File: src/rtl/holy_core_pkg.sv
// Shared types and constants for the holy AXI burst arbiter.
package holy_core_pkg;

  localparam int AXI_LEN_W = 8;

  typedef enum logic [2:0] {
    ARB_IDLE,
    ARB_RD_ADDR,
    ARB_RD_DATA,
    ARB_WR_ADDR,
    ARB_WR_DATA,
    ARB_WR_RESP
  } arb_state_t;

endpackage

File: src/rtl/holy_axi_arbiter_if.sv
// AXI bundle for the arbiter. NUM_CH=1 gives the external master port;
// NUM_CH=N gives the cache-side bundle with per-channel valid/ready/address/
// write data, while read data, responses and rlast stay single (broadcast).
interface holy_axi_arbiter_if #(
  parameter int NUM_CH = 2,
  parameter int ADDR_W = 32,
  parameter int DATA_W = 32
) ();
  import holy_core_pkg::*;

  localparam int STRB_W = DATA_W / 8;

  logic [NUM_CH-1:0]           arvalid;
  logic [NUM_CH-1:0]           arready;
  logic [NUM_CH*ADDR_W-1:0]    araddr;
  logic [NUM_CH*AXI_LEN_W-1:0] arlen;
  logic [NUM_CH-1:0]           rvalid;
  logic [NUM_CH-1:0]           rready;
  logic [DATA_W-1:0]           rdata;
  logic [1:0]                  rresp;
  logic                        rlast;
  logic [NUM_CH-1:0]           awvalid;
  logic [NUM_CH-1:0]           awready;
  logic [NUM_CH*ADDR_W-1:0]    awaddr;
  logic [NUM_CH*AXI_LEN_W-1:0] awlen;
  logic [NUM_CH-1:0]           wvalid;
  logic [NUM_CH-1:0]           wready;
  logic [NUM_CH*DATA_W-1:0]    wdata;
  logic [NUM_CH*STRB_W-1:0]    wstrb;
  logic [NUM_CH-1:0]           wlast;
  logic [NUM_CH-1:0]           bvalid;
  logic [NUM_CH-1:0]           bready;
  logic [1:0]                  bresp;

  modport master (
    output arvalid, araddr, arlen, input arready,
    input  rvalid, rdata, rresp, rlast, output rready,
    output awvalid, awaddr, awlen, input awready,
    output wvalid, wdata, wstrb, wlast, input wready,
    input  bvalid, bresp, output bready
  );

  modport slave (
    input  arvalid, araddr, arlen, output arready,
    output rvalid, rdata, rresp, rlast, input rready,
    input  awvalid, awaddr, awlen, output awready,
    input  wvalid, wdata, wstrb, wlast, output wready,
    output bvalid, bresp, input bready
  );

endinterface

File: src/rtl/holy_rr_picker.sv
// Combinational winner selection for the arbiter: first set request at or
// after rr_ptr (wrapping), plus the pointer value to adopt once the current
// winner's burst completes.
// HOLY_ARB_FIXED_PRIO_EN: strict priority (lowest index wins), pointer pinned to 0.
module holy_rr_picker #(
  parameter int NUM_CH = 2
) (
  input  logic [NUM_CH-1:0]         req_i,
  input  logic [$clog2(NUM_CH)-1:0] rr_ptr_i,
  input  logic [$clog2(NUM_CH)-1:0] cur_win_i,
  output logic [$clog2(NUM_CH)-1:0] win_o,
  output logic                      any_req_o,
  output logic [$clog2(NUM_CH)-1:0] nxt_ptr_o
);

  localparam int IDX_W = $clog2(NUM_CH);

  assign any_req_o = |req_i;

  // Scan offsets from farthest to nearest so the nearest set request wins.
  always_comb begin
    int unsigned base;
    int unsigned idx;
    win_o = '0;
    idx   = 0;
`ifdef HOLY_ARB_FIXED_PRIO_EN
    base  = 0;
`else
    base  = 32'(rr_ptr_i);
`endif
    for (int unsigned k = NUM_CH; k > 0; k--) begin
      idx = (base + k - 1) % NUM_CH;
      if (req_i[idx]) win_o = idx[IDX_W-1:0];
    end
  end

  // Pointer moves one past the finishing winner, wrapping to 0.
  always_comb begin
    int unsigned nxt;
`ifdef HOLY_ARB_FIXED_PRIO_EN
    nxt = 0;
`else
    nxt = (32'(cur_win_i) + 1) % NUM_CH;
`endif
    nxt_ptr_o = nxt[IDX_W-1:0];
  end

endmodule

File: src/rtl/holy_axi_arbiter.sv
// N-channel AXI burst arbiter: cache-side channels share one external AXI
// master port, one burst in flight, registered grant held until completion.
// HOLY_ARB_FIXED_PRIO_EN selects strict priority instead of round-robin.
module holy_axi_arbiter
  import holy_core_pkg::*;
#(
  parameter int NUM_CH = 2,
  parameter int ADDR_W = 32,
  parameter int DATA_W = 32
) (
  input  logic                      clk,
  input  logic                      rst_n,
  holy_axi_arbiter_if.slave         s_axi,
  holy_axi_arbiter_if.master        m_axi,
  output logic [$clog2(NUM_CH)-1:0] grant_id,
  output logic                      busy
);

  localparam int IDX_W  = $clog2(NUM_CH);
  localparam int STRB_W = DATA_W / 8;

  arb_state_t        state_q, state_d;
  logic [IDX_W-1:0]  win_q, win_d;
  logic [IDX_W-1:0]  rr_ptr_q, rr_ptr_d;
  logic [IDX_W-1:0]  pick_win, nxt_ptr;
  logic              any_req;
  logic [NUM_CH-1:0] req;

  assign req = s_axi.arvalid | s_axi.awvalid;

  holy_rr_picker #(.NUM_CH(NUM_CH)) u_picker (
    .req_i     (req),
    .rr_ptr_i  (rr_ptr_q),
    .cur_win_i (win_q),
    .win_o     (pick_win),
    .any_req_o (any_req),
    .nxt_ptr_o (nxt_ptr)
  );

  // State, grant and fairness pointer registers.
  always_ff @(posedge clk or negedge rst_n) begin
    if (!rst_n) begin
      state_q  <= ARB_IDLE;
      win_q    <= '0;
      rr_ptr_q <= '0;
    end else begin
      state_q  <= state_d;
      win_q    <= win_d;
      rr_ptr_q <= rr_ptr_d;
    end
  end

  // Next-state: decide in IDLE, then follow handshakes; beat count comes from last flags only.
  always_comb begin
    state_d  = state_q;
    win_d    = win_q;
    rr_ptr_d = rr_ptr_q;
    case (state_q)
      ARB_IDLE: begin
        if (any_req) begin
          win_d   = pick_win;
          state_d = s_axi.awvalid[pick_win] ? ARB_WR_ADDR : ARB_RD_ADDR;
        end
      end
      ARB_RD_ADDR: begin
        if (m_axi.arvalid[0] && m_axi.arready[0]) state_d = ARB_RD_DATA;
      end
      ARB_RD_DATA: begin
        if (m_axi.rvalid[0] && m_axi.rready[0] && m_axi.rlast) begin
          state_d  = ARB_IDLE;
          rr_ptr_d = nxt_ptr;
        end
      end
      ARB_WR_ADDR: begin
        if (m_axi.awvalid[0] && m_axi.awready[0]) state_d = ARB_WR_DATA;
      end
      ARB_WR_DATA: begin
        if (m_axi.wvalid[0] && m_axi.wready[0] && m_axi.wlast[0]) state_d = ARB_WR_RESP;
      end
      ARB_WR_RESP: begin
        if (m_axi.bvalid[0] && m_axi.bready[0]) begin
          state_d  = ARB_IDLE;
          rr_ptr_d = nxt_ptr;
        end
      end
      default: state_d = ARB_IDLE;
    endcase
  end

  // Output muxes: only the registered winner is connected, everything else idles at 0.
  always_comb begin
    s_axi.arready = '0;
    s_axi.rvalid  = '0;
    s_axi.awready = '0;
    s_axi.wready  = '0;
    s_axi.bvalid  = '0;
    m_axi.arvalid = '0;
    m_axi.araddr  = '0;
    m_axi.arlen   = '0;
    m_axi.rready  = '0;
    m_axi.awvalid = '0;
    m_axi.awaddr  = '0;
    m_axi.awlen   = '0;
    m_axi.wvalid  = '0;
    m_axi.wdata   = '0;
    m_axi.wstrb   = '0;
    m_axi.wlast   = '0;
    m_axi.bready  = '0;
    case (state_q)
      ARB_RD_ADDR: begin
        m_axi.arvalid        = 1'b1;
        m_axi.araddr         = s_axi.araddr[win_q*ADDR_W +: ADDR_W];
        m_axi.arlen          = s_axi.arlen[win_q*AXI_LEN_W +: AXI_LEN_W];
        s_axi.arready[win_q] = m_axi.arready[0];
      end
      ARB_RD_DATA: begin
        s_axi.rvalid[win_q] = m_axi.rvalid[0];
        m_axi.rready        = s_axi.rready[win_q];
      end
      ARB_WR_ADDR: begin
        m_axi.awvalid        = 1'b1;
        m_axi.awaddr         = s_axi.awaddr[win_q*ADDR_W +: ADDR_W];
        m_axi.awlen          = s_axi.awlen[win_q*AXI_LEN_W +: AXI_LEN_W];
        s_axi.awready[win_q] = m_axi.awready[0];
      end
      ARB_WR_DATA: begin
        m_axi.wvalid        = s_axi.wvalid[win_q];
        m_axi.wdata         = s_axi.wdata[win_q*DATA_W +: DATA_W];
        m_axi.wstrb         = s_axi.wstrb[win_q*STRB_W +: STRB_W];
        m_axi.wlast         = s_axi.wlast[win_q];
        s_axi.wready[win_q] = m_axi.wready[0];
      end
      ARB_WR_RESP: begin
        s_axi.bvalid[win_q] = m_axi.bvalid[0];
        m_axi.bready        = s_axi.bready[win_q];
      end
      default: ;
    endcase
  end

  assign s_axi.rdata = m_axi.rdata;
  assign s_axi.rresp = m_axi.rresp;
  assign s_axi.rlast = m_axi.rlast;
  assign s_axi.bresp = m_axi.bresp;

  assign grant_id = win_q;
  assign busy     = (state_q != ARB_IDLE);

endmodule

File: src/flat_wrapper.sv
// flat-port wrapper written by rule: the top's interface ports become plain ports
module holy_axi_arbiter_flat import holy_core_pkg::*;
#(
  parameter int NUM_CH = 2,
  parameter int ADDR_W = 32,
  parameter int DATA_W = 32
)
  (clk, rst_n, grant_id, busy, s_axi_arvalid, s_axi_araddr, s_axi_arlen, s_axi_arready, s_axi_rvalid, s_axi_rdata, s_axi_rresp, s_axi_rlast, s_axi_rready, s_axi_awvalid, s_axi_awaddr, s_axi_awlen, s_axi_awready, s_axi_wvalid, s_axi_wdata, s_axi_wstrb, s_axi_wlast, s_axi_wready, s_axi_bvalid, s_axi_bresp, s_axi_bready, m_axi_arvalid, m_axi_araddr, m_axi_arlen, m_axi_arready, m_axi_rvalid, m_axi_rdata, m_axi_rresp, m_axi_rlast, m_axi_rready, m_axi_awvalid, m_axi_awaddr, m_axi_awlen, m_axi_awready, m_axi_wvalid, m_axi_wdata, m_axi_wstrb, m_axi_wlast, m_axi_wready, m_axi_bvalid, m_axi_bresp, m_axi_bready);
  holy_axi_arbiter_if #(.NUM_CH(NUM_CH), .ADDR_W(ADDR_W), .DATA_W(DATA_W)) s_axi_i ();
  holy_axi_arbiter_if #(.NUM_CH(NUM_CH), .ADDR_W(ADDR_W), .DATA_W(DATA_W)) m_axi_i ();
  input  logic clk;
  input  logic rst_n;
  output logic [$clog2(NUM_CH)-1:0] grant_id;
  output logic busy;
  input wire logic [$bits(s_axi_i.arvalid)-1:0] s_axi_arvalid;
  input wire logic [$bits(s_axi_i.araddr)-1:0] s_axi_araddr;
  input wire logic [$bits(s_axi_i.arlen)-1:0] s_axi_arlen;
  output wire logic [$bits(s_axi_i.arready)-1:0] s_axi_arready;
  output wire logic [$bits(s_axi_i.rvalid)-1:0] s_axi_rvalid;
  output wire logic [$bits(s_axi_i.rdata)-1:0] s_axi_rdata;
  output wire logic [$bits(s_axi_i.rresp)-1:0] s_axi_rresp;
  output wire logic [$bits(s_axi_i.rlast)-1:0] s_axi_rlast;
  input wire logic [$bits(s_axi_i.rready)-1:0] s_axi_rready;
  input wire logic [$bits(s_axi_i.awvalid)-1:0] s_axi_awvalid;
  input wire logic [$bits(s_axi_i.awaddr)-1:0] s_axi_awaddr;
  input wire logic [$bits(s_axi_i.awlen)-1:0] s_axi_awlen;
  output wire logic [$bits(s_axi_i.awready)-1:0] s_axi_awready;
  input wire logic [$bits(s_axi_i.wvalid)-1:0] s_axi_wvalid;
  input wire logic [$bits(s_axi_i.wdata)-1:0] s_axi_wdata;
  input wire logic [$bits(s_axi_i.wstrb)-1:0] s_axi_wstrb;
  input wire logic [$bits(s_axi_i.wlast)-1:0] s_axi_wlast;
  output wire logic [$bits(s_axi_i.wready)-1:0] s_axi_wready;
  output wire logic [$bits(s_axi_i.bvalid)-1:0] s_axi_bvalid;
  output wire logic [$bits(s_axi_i.bresp)-1:0] s_axi_bresp;
  input wire logic [$bits(s_axi_i.bready)-1:0] s_axi_bready;
  output wire logic [$bits(m_axi_i.arvalid)-1:0] m_axi_arvalid;
  output wire logic [$bits(m_axi_i.araddr)-1:0] m_axi_araddr;
  output wire logic [$bits(m_axi_i.arlen)-1:0] m_axi_arlen;
  input wire logic [$bits(m_axi_i.arready)-1:0] m_axi_arready;
  input wire logic [$bits(m_axi_i.rvalid)-1:0] m_axi_rvalid;
  input wire logic [$bits(m_axi_i.rdata)-1:0] m_axi_rdata;
  input wire logic [$bits(m_axi_i.rresp)-1:0] m_axi_rresp;
  input wire logic [$bits(m_axi_i.rlast)-1:0] m_axi_rlast;
  output wire logic [$bits(m_axi_i.rready)-1:0] m_axi_rready;
  output wire logic [$bits(m_axi_i.awvalid)-1:0] m_axi_awvalid;
  output wire logic [$bits(m_axi_i.awaddr)-1:0] m_axi_awaddr;
  output wire logic [$bits(m_axi_i.awlen)-1:0] m_axi_awlen;
  input wire logic [$bits(m_axi_i.awready)-1:0] m_axi_awready;
  output wire logic [$bits(m_axi_i.wvalid)-1:0] m_axi_wvalid;
  output wire logic [$bits(m_axi_i.wdata)-1:0] m_axi_wdata;
  output wire logic [$bits(m_axi_i.wstrb)-1:0] m_axi_wstrb;
  output wire logic [$bits(m_axi_i.wlast)-1:0] m_axi_wlast;
  input wire logic [$bits(m_axi_i.wready)-1:0] m_axi_wready;
  input wire logic [$bits(m_axi_i.bvalid)-1:0] m_axi_bvalid;
  input wire logic [$bits(m_axi_i.bresp)-1:0] m_axi_bresp;
  output wire logic [$bits(m_axi_i.bready)-1:0] m_axi_bready;
  assign s_axi_i.arvalid = s_axi_arvalid;
  assign s_axi_i.araddr = s_axi_araddr;
  assign s_axi_i.arlen = s_axi_arlen;
  assign s_axi_arready = s_axi_i.arready;
  assign s_axi_rvalid = s_axi_i.rvalid;
  assign s_axi_rdata = s_axi_i.rdata;
  assign s_axi_rresp = s_axi_i.rresp;
  assign s_axi_rlast = s_axi_i.rlast;
  assign s_axi_i.rready = s_axi_rready;
  assign s_axi_i.awvalid = s_axi_awvalid;
  assign s_axi_i.awaddr = s_axi_awaddr;
  assign s_axi_i.awlen = s_axi_awlen;
  assign s_axi_awready = s_axi_i.awready;
  assign s_axi_i.wvalid = s_axi_wvalid;
  assign s_axi_i.wdata = s_axi_wdata;
  assign s_axi_i.wstrb = s_axi_wstrb;
  assign s_axi_i.wlast = s_axi_wlast;
  assign s_axi_wready = s_axi_i.wready;
  assign s_axi_bvalid = s_axi_i.bvalid;
  assign s_axi_bresp = s_axi_i.bresp;
  assign s_axi_i.bready = s_axi_bready;
  assign m_axi_arvalid = m_axi_i.arvalid;
  assign m_axi_araddr = m_axi_i.araddr;
  assign m_axi_arlen = m_axi_i.arlen;
  assign m_axi_i.arready = m_axi_arready;
  assign m_axi_i.rvalid = m_axi_rvalid;
  assign m_axi_i.rdata = m_axi_rdata;
  assign m_axi_i.rresp = m_axi_rresp;
  assign m_axi_i.rlast = m_axi_rlast;
  assign m_axi_rready = m_axi_i.rready;
  assign m_axi_awvalid = m_axi_i.awvalid;
  assign m_axi_awaddr = m_axi_i.awaddr;
  assign m_axi_awlen = m_axi_i.awlen;
  assign m_axi_i.awready = m_axi_awready;
  assign m_axi_wvalid = m_axi_i.wvalid;
  assign m_axi_wdata = m_axi_i.wdata;
  assign m_axi_wstrb = m_axi_i.wstrb;
  assign m_axi_wlast = m_axi_i.wlast;
  assign m_axi_i.wready = m_axi_wready;
  assign m_axi_i.bvalid = m_axi_bvalid;
  assign m_axi_i.bresp = m_axi_bresp;
  assign m_axi_bready = m_axi_i.bready;
  holy_axi_arbiter #(.NUM_CH(NUM_CH), .ADDR_W(ADDR_W), .DATA_W(DATA_W)) u_core (.clk(clk), .rst_n(rst_n), .s_axi(s_axi_i), .m_axi(m_axi_i), .grant_id(grant_id), .busy(busy));
endmodule
File: config.mk
export PLATFORM = sky130hd
export DESIGN_NAME = holy_axi_arbiter_flat
export DESIGN_NICKNAME = d
export VERILOG_FILES = /design/src/rtl/holy_core_pkg.sv /design/src/rtl/holy_axi_arbiter_if.sv /design/src/rtl/holy_rr_picker.sv /design/src/rtl/holy_axi_arbiter.sv /design/src/flat_wrapper.sv
export SDC_FILE = /design/constraint.sdc
export NUM_CORES = 1
export LEC_CHECK = 0
export BUFFER_PORTS_ARGS = -buffer_cell sky130_fd_sc_hd__buf_4
export CORE_AREA = 2 2 226 228
export CTS_BUF_LIST = sky130_fd_sc_hd__clkbuf_4 sky130_fd_sc_hd__clkbuf_8 sky130_fd_sc_hd__clkbuf_16
export CTS_CLUSTER_SIZE = 40
export DETAILED_ROUTE_END_ITERATION = 10
export DIE_AREA = 0 0 228 230
export GPL_ROUTABILITY_DRIVEN = 0
export PLACE_DENSITY = 0.31
export SLEW_MARGIN = 10
export SYNTH_ARGS = -nofsm -noshare
export SYNTH_HDL_FRONTEND = slang
export SYNTH_HIERARCHICAL = 1
export SYNTH_SLANG_ARGS = --single-unit
File: constraint.sdc
create_clock -name clk -period 4.7 [get_ports clk]
set_clock_uncertainty 0.2 [all_clocks]
set_input_delay 0.47 -clock clk [delete_from_list [all_inputs] [get_ports clk]]
set_output_delay 0.47 -clock clk [all_outputs]
set_load 0.01 [all_outputs]
==> results of run 1 <==
## layout make-up
type / count / area, µm² / share of cell area
Tap cell: 672 / 840.8 / 0.1279
Clock buffer: 4 / 82.58 / 0.01256
Multi-Input combinational cell: 416 / 2471 / 0.3758
Inverter: 4 / 15.01 / 0.002283
Sequential cell: 5 / 128.9 / 0.01960
Timing Repair Buffer: 401 / 3038 / 0.4619
## kinds of logic (layout without fill, tap and decap cells)
| group | count (synthesis) | in the layout |
|---|---|---|
| flops | 5 | 5 |
| buf+inv | 193 | 409 |
| compound gates | 8 | 8 |
| mux | 124 | 124 |
| simple gates | 162 | 162 |
| other cells | 1 | 122 |
## routing by layer
metal | GRT usage | vias to the layer above | wire length [µm]
met5 | 0 | - | 13
met4 | 0.02022 | 2 | 504
met3 | 0.01897 | 26 | 1810
met2 | 0.1095 | 307 | 9004
met1 | 0.06359 | 1815 | 6249
li1 | - | 2002 | -
## layout by cell type (no fill, tap or decap), types with 3 or more instances in the layout
cell,synthesis,routed
buf_4,159,398
conb_1,1,122
nor2_1,127,127
dfrtp_1,5,4
and3_1,3,3
mux2i_1,121,121
nand2_1,9,9
clkbuf_16,0,3
nor3b_1,3,3
## metrics by stage
| step | hold slack [ps] | util | area (µm²) |
|---|---|---|---|
| 6_report | 288.2 | 0.1319 | 6576 |
| 3_5_place_dp | 81.60 | 0.1300 | 6484 |
| 4_1_cts | 290.1 | 0.1319 | 6576 |
| 3_3_place_gp | 84.78 | 0.1300 | 6484 |
| 2_1_floorplan | -25.59 | - | 3949 |
| 5_1_grt | 308.4 | 0.1319 | 6576 |
## final timing paths
kind / slack, ps / endpoint / startpoint
setup / recovery: 1710 / m_axi_araddr[22] / u_core/state_q[0]
hold / removal: 290 / u_core/rr_ptr_q / u_core/rr_ptr_q
setup reg to reg: 2360 / u_core/rr_ptr_q / u_core/grant_id
hold reg to reg: 290 / u_core/rr_ptr_q / u_core/rr_ptr_q
max in group asynchronous: 3780 / u_core/grant_id / rst_n
min in group asynchronous: 390 / u_core/state_q[1] / rst_n
## power breakdown
part | switching (mW) | total, mW | internal [mW]
logic | 0.896 | 1.81 | 0.915
registers | 0.113 | 0.178 | 0.0648
clock network | 0.0296 | 0.148 | 0.118
## worst register-to-register path: cells and delay by family, from the launching register on
family / cells / cell delay (ps)
mux: 2 / 670
buf+inv: 1 / 330
simple gates: 2 / 220
flops: 1 / 800
## sequential cells by signal, indices dropped and copies added (netlist names)
signal	cells
u_core/grant_id	1
u_core/state_q	3
u_core/rr_ptr_q	1
==> impl_results.md, run 1 <==
* Port Buffers at 386
* Antenna diode count at 0
* Most instantiated library cell after synthesis: buf_4
* Share of cells above drive strength 1 at 0.5000
* Hold crit path type: register to register
* NumNets Final at 1124
* Final WS setup at 1713 ps
* TritonCTS clock tree: yes
* Cell count after synthesis at 493
* Vias/cell at 2.764
* WP data required at 4030 ps
* Power per standard cell area at 325.0 nW/µm²
* First-pass GRT wire length at 24090 µm
* RSZ-0062 raised after global routing: false
* Crit-path max cell delay at 620 ps
* Synth-to-layout area growth at 88.18%
* Synth top area cells: mux2i_1 35%, buf_4 34%, nor2_1 14%, dfrtp_1 3.6%, buf_2 3.0%
* Final Hold Viols at 0
* Stages on worst setup path at 5
* Tcrit/Tclk final at 0.6355
* Via count at 4152
* Sum Neg Setup Slack at 0 ps
* Sink Count at 5
* Synth Area in Compound Gates at 0.01933
* Max Buffers Root-to-Sink at 2
* Max Cap Viol at 0
* Die area at 52440 µm²
* Syn Std Cell Area at 3495 µm²
* DP Worst Slack at 1885 ps
* Hold Crit Depth at 1
* Cts bufs inserted at 3
* Peak supply drop at 170.5 µV
* Post-Synth Simple-Gate Area at 0.1998
* Least-Margin Pin Slew at 644.3 ps
* Post-synth EDFFs at 0
* DRC Markers at 0
* Initial DRC count at 72
* WS Path Type: register to output pin
* IO Pins at 586
* DIE WIDTH at 228 µm
* Routed WL at 17580 µm
* Post-synth top flop: dfrtp_1
* CP top delay family: simple AND/OR/NAND/NOR gates
* Synth top area share at 0.3466
* R2R depth at 5
* Critical path fanouts, max at 30
* Startpoint Class: register
* Root buf cell: clkbuf_16
* Vias in the first global route at 4027
* Outcome: complete, no violations
* GR Util All Layers at 0.05938
* Crit-path slowest cell: dfrtp_1
* Crit-path cells: nor2b_1 -> nand2b_1 -> buf_4 -> nor2_1 -> buf_4
* Async SR Flop Fraction at 1.000
* Most area-hungry cell type in the Yosys netlist: mux2i_1
* Xor/xnor share of the synthesized area at 0
* Fin. max-slew vios at 0
* Adder-Cell Fraction of Synth Area at 0
* CTS Hold Bufs at 1
* Worst EP arrival at 2320 ps
* Total congestion overflow at 0
* DP HPWL at 15360 µm
* Slew HR at 0.5705
* Fmax at 0.3348 GHz
* Most common library cells after synthesis: 159 x buf_4, 127 x nor2_1, 121 x mux2i_1, 21 x buf_2, 9 x nand2_1
* Post-cts sizing count at 0
* Post-CTS setup buffers at 0
* Routed len/inst at 11.71 µm
* Cell Rows at 82
* Worst-Skew Late Latency at 230 ps
* Clk slew on worst S/H paths at 30 ps
* DRT Pass-1 Iters at 6
* Initial core utilization at 0.07008
* P_leak at 3.489 nW
* Largest net degree at the start of global routing at 42
* Placed Cells at 1497
* Filler instances at 5825
* Worst setup EP type: output pin
* Final std cells w/o fill at 1502
* DIE HEIGHT at 230 µm
* Pwr Total at 2.137 mW
* Initial antenna violation count at 2
* H-tree levels at 1
* Core Area at 49860 µm²
* Final setup viols at 0
* Syn Area/Cell at 7.088 µm²
* Sequential share of the synthesized area at 0.03580
* Synth Register Bits at 5
* Post-synthesis mux area share at 0.3562
* Synth warn at 6
* Netlist cell types at 35
* Crit path time final at 2987 ps
* Largest family of logic cells by synthesized area: buffers and inverters
* Routed Antenna Nets at 0
* Most common cell on crit path: buf_4
* Worst Path Buf+Inv at 2
Power figures use the tool's default switching activity.
==> inputs of run 2 (changes only) <==
- CORE_AREA: 2 2 226 228 -> 2 2 227 229
- DIE_AREA: 0 0 228 230 -> 0 0 229 231
- clock period: 4.7 -> 3.1 ns (I/O delays scaled with it)
==> run 2 against run 1 <==
  * Final area is 1.1% higher
  * Die area is 0.88% higher
  * Flip-flop and latch count stayed put
  * First-iteration DRC count is 11% lower
  * Sequential power is 15% higher
  * Via count is 1.6% higher
  * Register-to-register slack worse by 1400 ps
  * Clock-buffer cell count stayed put
  * Hold slack worse by 48 ps
  * Setup slack worse by 1200 ps
  * Power is 54% higher
  * Combinational power is 59% higher
  * Largest cell class unchanged
==> impl_results.md, run 2 (same netlist as run 1, synthesis figures left out) <==
* WS Path Type: register to output pin
* Antenna diode count at 0 (unchanged)
* Clk slew on worst S/H paths at 30 ps (about the same)
* Sum Neg Setup Slack at 0 ps (unchanged)
* Crit path time final at 2599 ps
* Crit-path max cell delay at 460 ps (-160 ps)
* Worst setup EP type: output pin
* CP top delay family: simple AND/OR/NAND/NOR gates
* Filler instances at 5902 (+1.3%)
* Post-cts sizing count at 0 (unchanged)
* DRT Pass-1 Iters at 4 (-2)
* Met3 Use GR at 0.01087 (-0.008104)
* Commonest cells after routing, fill and taps aside: 406 x buf_4, 127 x nor2_1, 122 x conb_1, 121 x mux2i_1, 9 x nand2_1
* Max Buffers Root-to-Sink at 2 (unchanged)
* Fin. max-slew vios at 0 (unchanged)
* RSZ-0062 raised after global routing: false
* Worst-Skew Late Latency at 230 ps (about the same)
* GR Util All Layers at 0.05748 (-0.001897)
* Pwr Total at 3.302 mW (+54%)
* IO Pins at 586 (unchanged)
* Routed WL at 17300 µm (-1.6%)
* Initial core utilization at 0.06896 (-0.001128)
* Largest register FFs at 3 (unchanged)
* FF-to-FF Start: u_core/grant_id
* Worst Path Buf+Inv at 2 (unchanged)
* GR Layer Usage met1 at 0.06017 (-0.003421)
* Root buf cell: clkbuf_16
* NumNets Final at 1132 (+0.71%)
* Met2 Use GR at 0.1116 (+0.002083)
* Power per standard cell area at 496.6 nW/µm² (+53%)
* Busiest grt layer: met2
* Share of cells above drive strength 1 at 0.5060 (+0.005967)
* DIE WIDTH at 229 µm (+0.44%)
* Critical path fanouts, max at 15 (-50%)
* Final Hold Viols at 0 (unchanged)
* Slew HR at 0.5492 (-0.02122)
* First-pass GRT wire length at 23470 µm (-2.6%)
* DIE HEIGHT at 231 µm (+0.43%)
* Sink Count at 5 (unchanged)
* TritonCTS clock tree: yes
* Setup crit start: u_core/state_q[2]
* Hold crit path type: input pin to async pin
* Largest net degree at the start of global routing at 37 (-12%)
* Routed len/inst at 11.39 µm (-2.7%)
* WP data required at 2590 ps (-1440 ps)
* Final setup viols at 0 (unchanged)
* Most common cell after layout, fill and taps aside: buf_4
* Register bank with the most flops: u_core/state_q
* Crit-path cells: nor2b_1 -> nand2_1 -> buf_4 -> nor2_1 -> buf_4
* Fmax at 0.3847 GHz
* Core Area at 50680 µm² (+1.6%)
* Via count at 4219 (+1.6%)
* H-tree levels at 1 (unchanged)
* DRC Markers at 0 (unchanged)
* Worst EP arrival at 2090 ps (-230 ps)
* Crit-path slowest cell: nand2_1
* Initial antenna violation count at 0 (-2)
* DP HPWL at 15420 µm (+0.36%)
* Least-Margin Pin Slew at 674.5 ps (+30.20 ps)
* Startpoint Class: register
* Routed Antenna Nets at 0 (unchanged)
* Outcome: complete, no violations
* Die area at 52900 µm² (+0.88%)
* Port Buffers at 386 (unchanged)
* Vias in the first global route at 3981 (-1.1%)
* Initial DRC count at 64 (-11%)
* Total congestion overflow at 0 (unchanged)
* Cell Rows at 83 (+1.2%)
* Max Cap Viol at 0 (unchanged)
* Vias/cell at 2.779 (+0.54%)
* Cts bufs inserted at 3 (unchanged)
* Tcrit/Tclk final at 0.8385
* P_leak at 3.526 nW (+1.0%)
* Most common cell on crit path: buf_4
* Peak supply drop at 213.1 µV (+25%)
* Synth-to-layout area growth at 90.26%
run 2: cell types whose count changed in the layout (fill, tap and decap cells not counted):
cell and delta:
nand2b_2 +1, nand2b_1 -1, buf_4 +8
run 2: report_power, final:
group	switching, mW	leakage [nW]	internal [mW]	total [mW]
Combinational	1.43	3.42	1.45	2.88
Sequential	0.104	0.0607	0.0997	0.204
Clock	0.0414	0.0416	0.179	0.220
Total	1.58	3.53	1.73	3.30
run 2: area by class of cell:
type / instances / area (µm²) / area share
inverter: 4 / 15.01 / 0.002258
multi-input combinational: 416 / 2474 / 0.3720
timing repair buffer: 409 / 3098 / 0.4659
clock buffer: 4 / 82.58 / 0.01242
sequential: 5 / 128.9 / 0.01938
tap: 680 / 850.8 / 0.1280
run 2: layer usage:
metal | wire [µm] | vias up
met5 | 0 | -
met4 | 634 | 0
met3 | 1507 | 32
met2 | 9026 | 328
met1 | 6127 | 1838
li1 | - | 2021
run 2: per-stage QoR:
| stage | cells | area, µm² | utilization | hold WS [ps] | setup slack [ps] |
|---|---|---|---|---|---|
| 4_1_cts | 1518 | 6649 | 0.1312 | 237.2 | 411.2 |
| 2_1_floorplan | 614 | 3949 | - | -185.6 | 1287 |
| 3_5_place_dp | 1513 | 6556 | 0.1294 | -78.99 | 648.4 |
| 3_3_place_gp | 1513 | 6556 | 0.1294 | -78.89 | 657.4 |
| 5_1_grt | 1518 | 6649 | 0.1312 | 241.3 | 301.2 |
| 6_report | 1518 | 6649 | 0.1312 | 240.7 | 500.7 |
run 2: final timing paths:
path                                endpoint  slack (ps)  depth (start not counted)
max                           m_axi_awlen[6]         500                          5
min                          u_core/rr_ptr_q         240                          2
max reg2reg                  u_core/rr_ptr_q         980                          5
min reg2reg                  u_core/rr_ptr_q         280                          1
max in group asynchronous    u_core/grant_id        2330                          2
min in group clk           u_core/state_q[2]         260                          2
run 2: timing repair:
action,in CTS,in global routing
buffers inserted,0,0
endpoints found under the hold margin,5,0
hold buffers,1,0
endpoints found under the setup margin,0,0
==> inputs of run 3 (changes only) <==
- ABC_AREA: default -> 1
- CORE_AREA: 2 2 227 229 -> 2 2 229 231
- DIE_AREA: 0 0 229 231 -> 0 0 231 233
- clock period: 3.1 -> 2.6 ns (I/O delays scaled with it)
==> run 3 against run 2 <==
  * Via count rose by 20%
  * Critical endpoint is now m_axi_wdata[2]
  * Non-clock buffer count fell by 13
  * First-iteration DRC count rose by 81%
  * Sequential power fell by 2%
  * Global-route usage rose by 1.2 points
  * Final area rose by 1.1%
  * Largest cell class unchanged
  * Largest power group unchanged
  * Critical path depth did not move
  * Power rose by 22%
==> impl_results.md, run 3 <==
* Pwr Total at 4.025 mW (+22%)
* Most common cell on crit path: buf_4
* DIE HEIGHT at 233 µm (+0.87%)
* Core Area at 51090 µm² (+0.82%)
* Hold Worst Slack at 187.8 ps (-52.93 ps)
* Crit-path max cell delay at 490 ps (+30 ps)
* GR Layer Usage met1 at 0.07600 (+0.01583)
* Synth warn at 6 (unchanged)
* Placed Cells at 1722 (+14%)
* Slew HR at 0.6316 (+0.08240)
* Commonest cells after routing, fill and taps aside: 389 x buf_4, 336 x nand2_1, 122 x conb_1, 81 x a21oi_1, 57 x inv_1
* TritonCTS clock tree: yes
* NumNets Final at 1341 (+18%)
* Port Buffers at 386 (unchanged)
* Worst EP arrival at 1870 ps (-220 ps)
* Hold crit path type: input pin to async pin
* Crit-path cells: nor2_4 -> nand2_2 -> buf_4 -> a21oi_1 -> buf_4
* Worst r2r dst: u_core/state_q[2]
* Most instantiated library cell after synthesis: nand2_1
* Post-synth top flop: dfrtp_1
* Crit path time final at 2331 ps
* Die area at 53820 µm² (+1.7%)
* Total congestion overflow at 0 (unchanged)
* Worst setup EP type: output pin
* DRC Markers at 0 (unchanged)
* Setup crit start: u_core/state_q[0]
* Vias in the first global route at 4725 (+19%)
* Fin. max-slew vios at 0 (unchanged)
* H-tree levels at 1 (unchanged)
* Routed Antenna Nets at 0 (unchanged)
* Routed len/inst at 12.17 µm (+6.8%)
* Clk slew on worst S/H paths at 30 ps (about the same)
* P_leak at 3.971 nW (+13%)
* Max Cap Viol at 0 (unchanged)
* Least-Margin Pin Slew at 552.5 ps (-122.0 ps)
* Cell Rows at 83 (unchanged)
* Register bank with the most flops: u_core/state_q
* Async SR Flop Fraction at 1.000 (unchanged)
* Cell count after synthesis at 726 (+47%)
* Cts bufs inserted at 3 (unchanged)
* Syn Area/Cell at 5.065 µm² (-29%)
* WP data required at 2140 ps (-450 ps)
* DP HPWL at 17550 µm (+14%)
* DRT Pass-1 Iters at 4 (unchanged)
* RSZ-0062 raised after global routing: false
* Synth Register Bits at 5 (unchanged)
* Synth top area share at 0.3450 (-0.001565)
* Initial antenna violation count at 2 (+2)
* Met2 Use GR at 0.1359 (+0.02433)
* Stages on worst setup path at 5 (unchanged)
* Sum Neg Setup Slack at 0 ps (unchanged)
* Final Hold Viols at 0 (unchanged)
* Outcome: complete, no violations
* Largest register FFs at 3 (unchanged)
* Sequential share of the synthesized area at 0.03403 (-0.001779)
* Power per standard cell area at 598.5 nW/µm² (+21%)
* Share of cells above drive strength 1 at 0.3992 (-0.1067)
* Largest net degree at the start of global routing at 79 (+110%)
* Antenna diode count at 0 (unchanged)
* Post-CTS setup buffers at 0 (unchanged)
* Root buf cell: clkbuf_16
* Crit-path slowest cell: dfrtp_1
* Tcrit/Tclk final at 0.8966
* Met3 Use GR at 0.01826 (+0.007390)
* CP endpoint: m_axi_wdata[2]
* Most common cell after layout, fill and taps aside: buf_4
* CP top delay family: flip-flops
* Worst Path Buf+Inv at 2 (unchanged)
* Final setup viols at 0 (unchanged)
* Startpoint Class: register
* GR Util All Layers at 0.06985 (+0.01237)
* Max Buffers Root-to-Sink at 2 (unchanged)
* Sink Count at 5 (unchanged)
* Busiest grt layer: met2
* FF-to-FF Start: u_core/grant_id
* R2R Setup Slk at 600 ps (-380 ps)
* Post-synth EDFFs at 0 (unchanged)
* WS Path Type: register to output pin
* Most area-hungry cell type in the Yosys netlist: nand2_1
* Final std cells w/o fill at 1727 (+14%)
* R2R depth at 8 (+3)
* Vias/cell at 2.939 (+5.7%)
* IO Pins at 586 (unchanged)
* First-pass GRT wire length at 28770 µm (+23%)
* Synth-to-layout area growth at 82.89%
* Netlist cell types at 26 (-26%)
* Initial DRC count at 116 (+81%)
* Via count at 5075 (+20%)
* Synth top area cells: nand2_1 35%, buf_4 32%, a21oi_1 11%, inv_1 5.8%, buf_2 3.9%
* Initial core utilization at 0.07197 (+0.003015)
* Fmax at 0.4290 GHz
* Worst-Skew Late Latency at 230 ps (about the same)
* Peak supply drop at 347.0 µV (+63%)
* Syn Std Cell Area at 3677 µm² (+5.2%)
* Critical path fanouts, max at 36 (+21)
* Routed WL at 21020 µm (+22%)
* Most common library cells after synthesis: 338 x nand2_1, 159 x buf_4, 81 x a21oi_1, 57 x inv_1, 29 x buf_2
* DIE WIDTH at 231 µm (+0.87%)
run 3: worst min-delay path by stage:
stage                      from           endpoint  slack, ps
after detailed placement  rst_n    u_core/rr_ptr_q       -130
after global placement    rst_n    u_core/rr_ptr_q       -130
after CTS                 rst_n    u_core/grant_id        190
final                     rst_n  u_core/state_q[1]        190
after floorplan           rst_n    u_core/grant_id       -240
after global routing      rst_n  u_core/state_q[1]        200
run 3: cell type report:
| class | count | area (µm²) |
|---|---|---|
| inverters | 60 | 227.7 |
| multi-input cells | 582 | 2385 |
| repair buffers | 396 | 3050 |
| fillers | 6031 | 44370 |
| flip-flops and latches | 5 | 128.9 |
| well taps | 680 | 850.8 |
| clock buffers | 4 | 82.58 |
run 3: per-layer routing:
metal  routed length (µm)  part of all wire
met5                   13           0.00062
met4                  306             0.015
met3                 2003             0.095
met2                11050              0.53
met1                 7647              0.36
run 3: kinds of logic (layout without fill, tap and decap cells):
logic type,count (synthesis),in the layout,synth area share
other cells,1,122,0.001020
compound gates,86,86,0.1177
flops,5,5,0.03403
simple gates,374,374,0.4049
buf+inv,260,460,0.4423
run 3: timing repair:
action | CTS | global route
resized for setup | 0 | 0
hold endpoints to repair | 5 | 0
hold buffers | 1 | 0
run 3: worst register-to-register path, cell delays in order (launching register included):
cell and delay [ps]:
dfrtp_4 490, inv_4 250, buf_4 280, nand2_1 90
nand2_1 70, nand3_1 90, nand3_1 180, and2_2 180
nand2_1 40
run 3: report_power, final:
group | internal (mW) | switching, mW | total (mW)
Combinational | 1.39 | 2.17 | 3.56
Sequential | 0.124 | 0.0747 | 0.199
Clock | 0.214 | 0.0542 | 0.268
run 3: through the flow:
stage	setup WS (ps)	area (µm²)	util
2_1_floorplan	899.0	4131	-
3_3_place_gp	465.0	6633	0.1298
3_5_place_dp	475.4	6633	0.1298
4_1_cts	222.7	6725	0.1316
5_1_grt	129.1	6725	0.1316
6_report	268.9	6725	0.1316
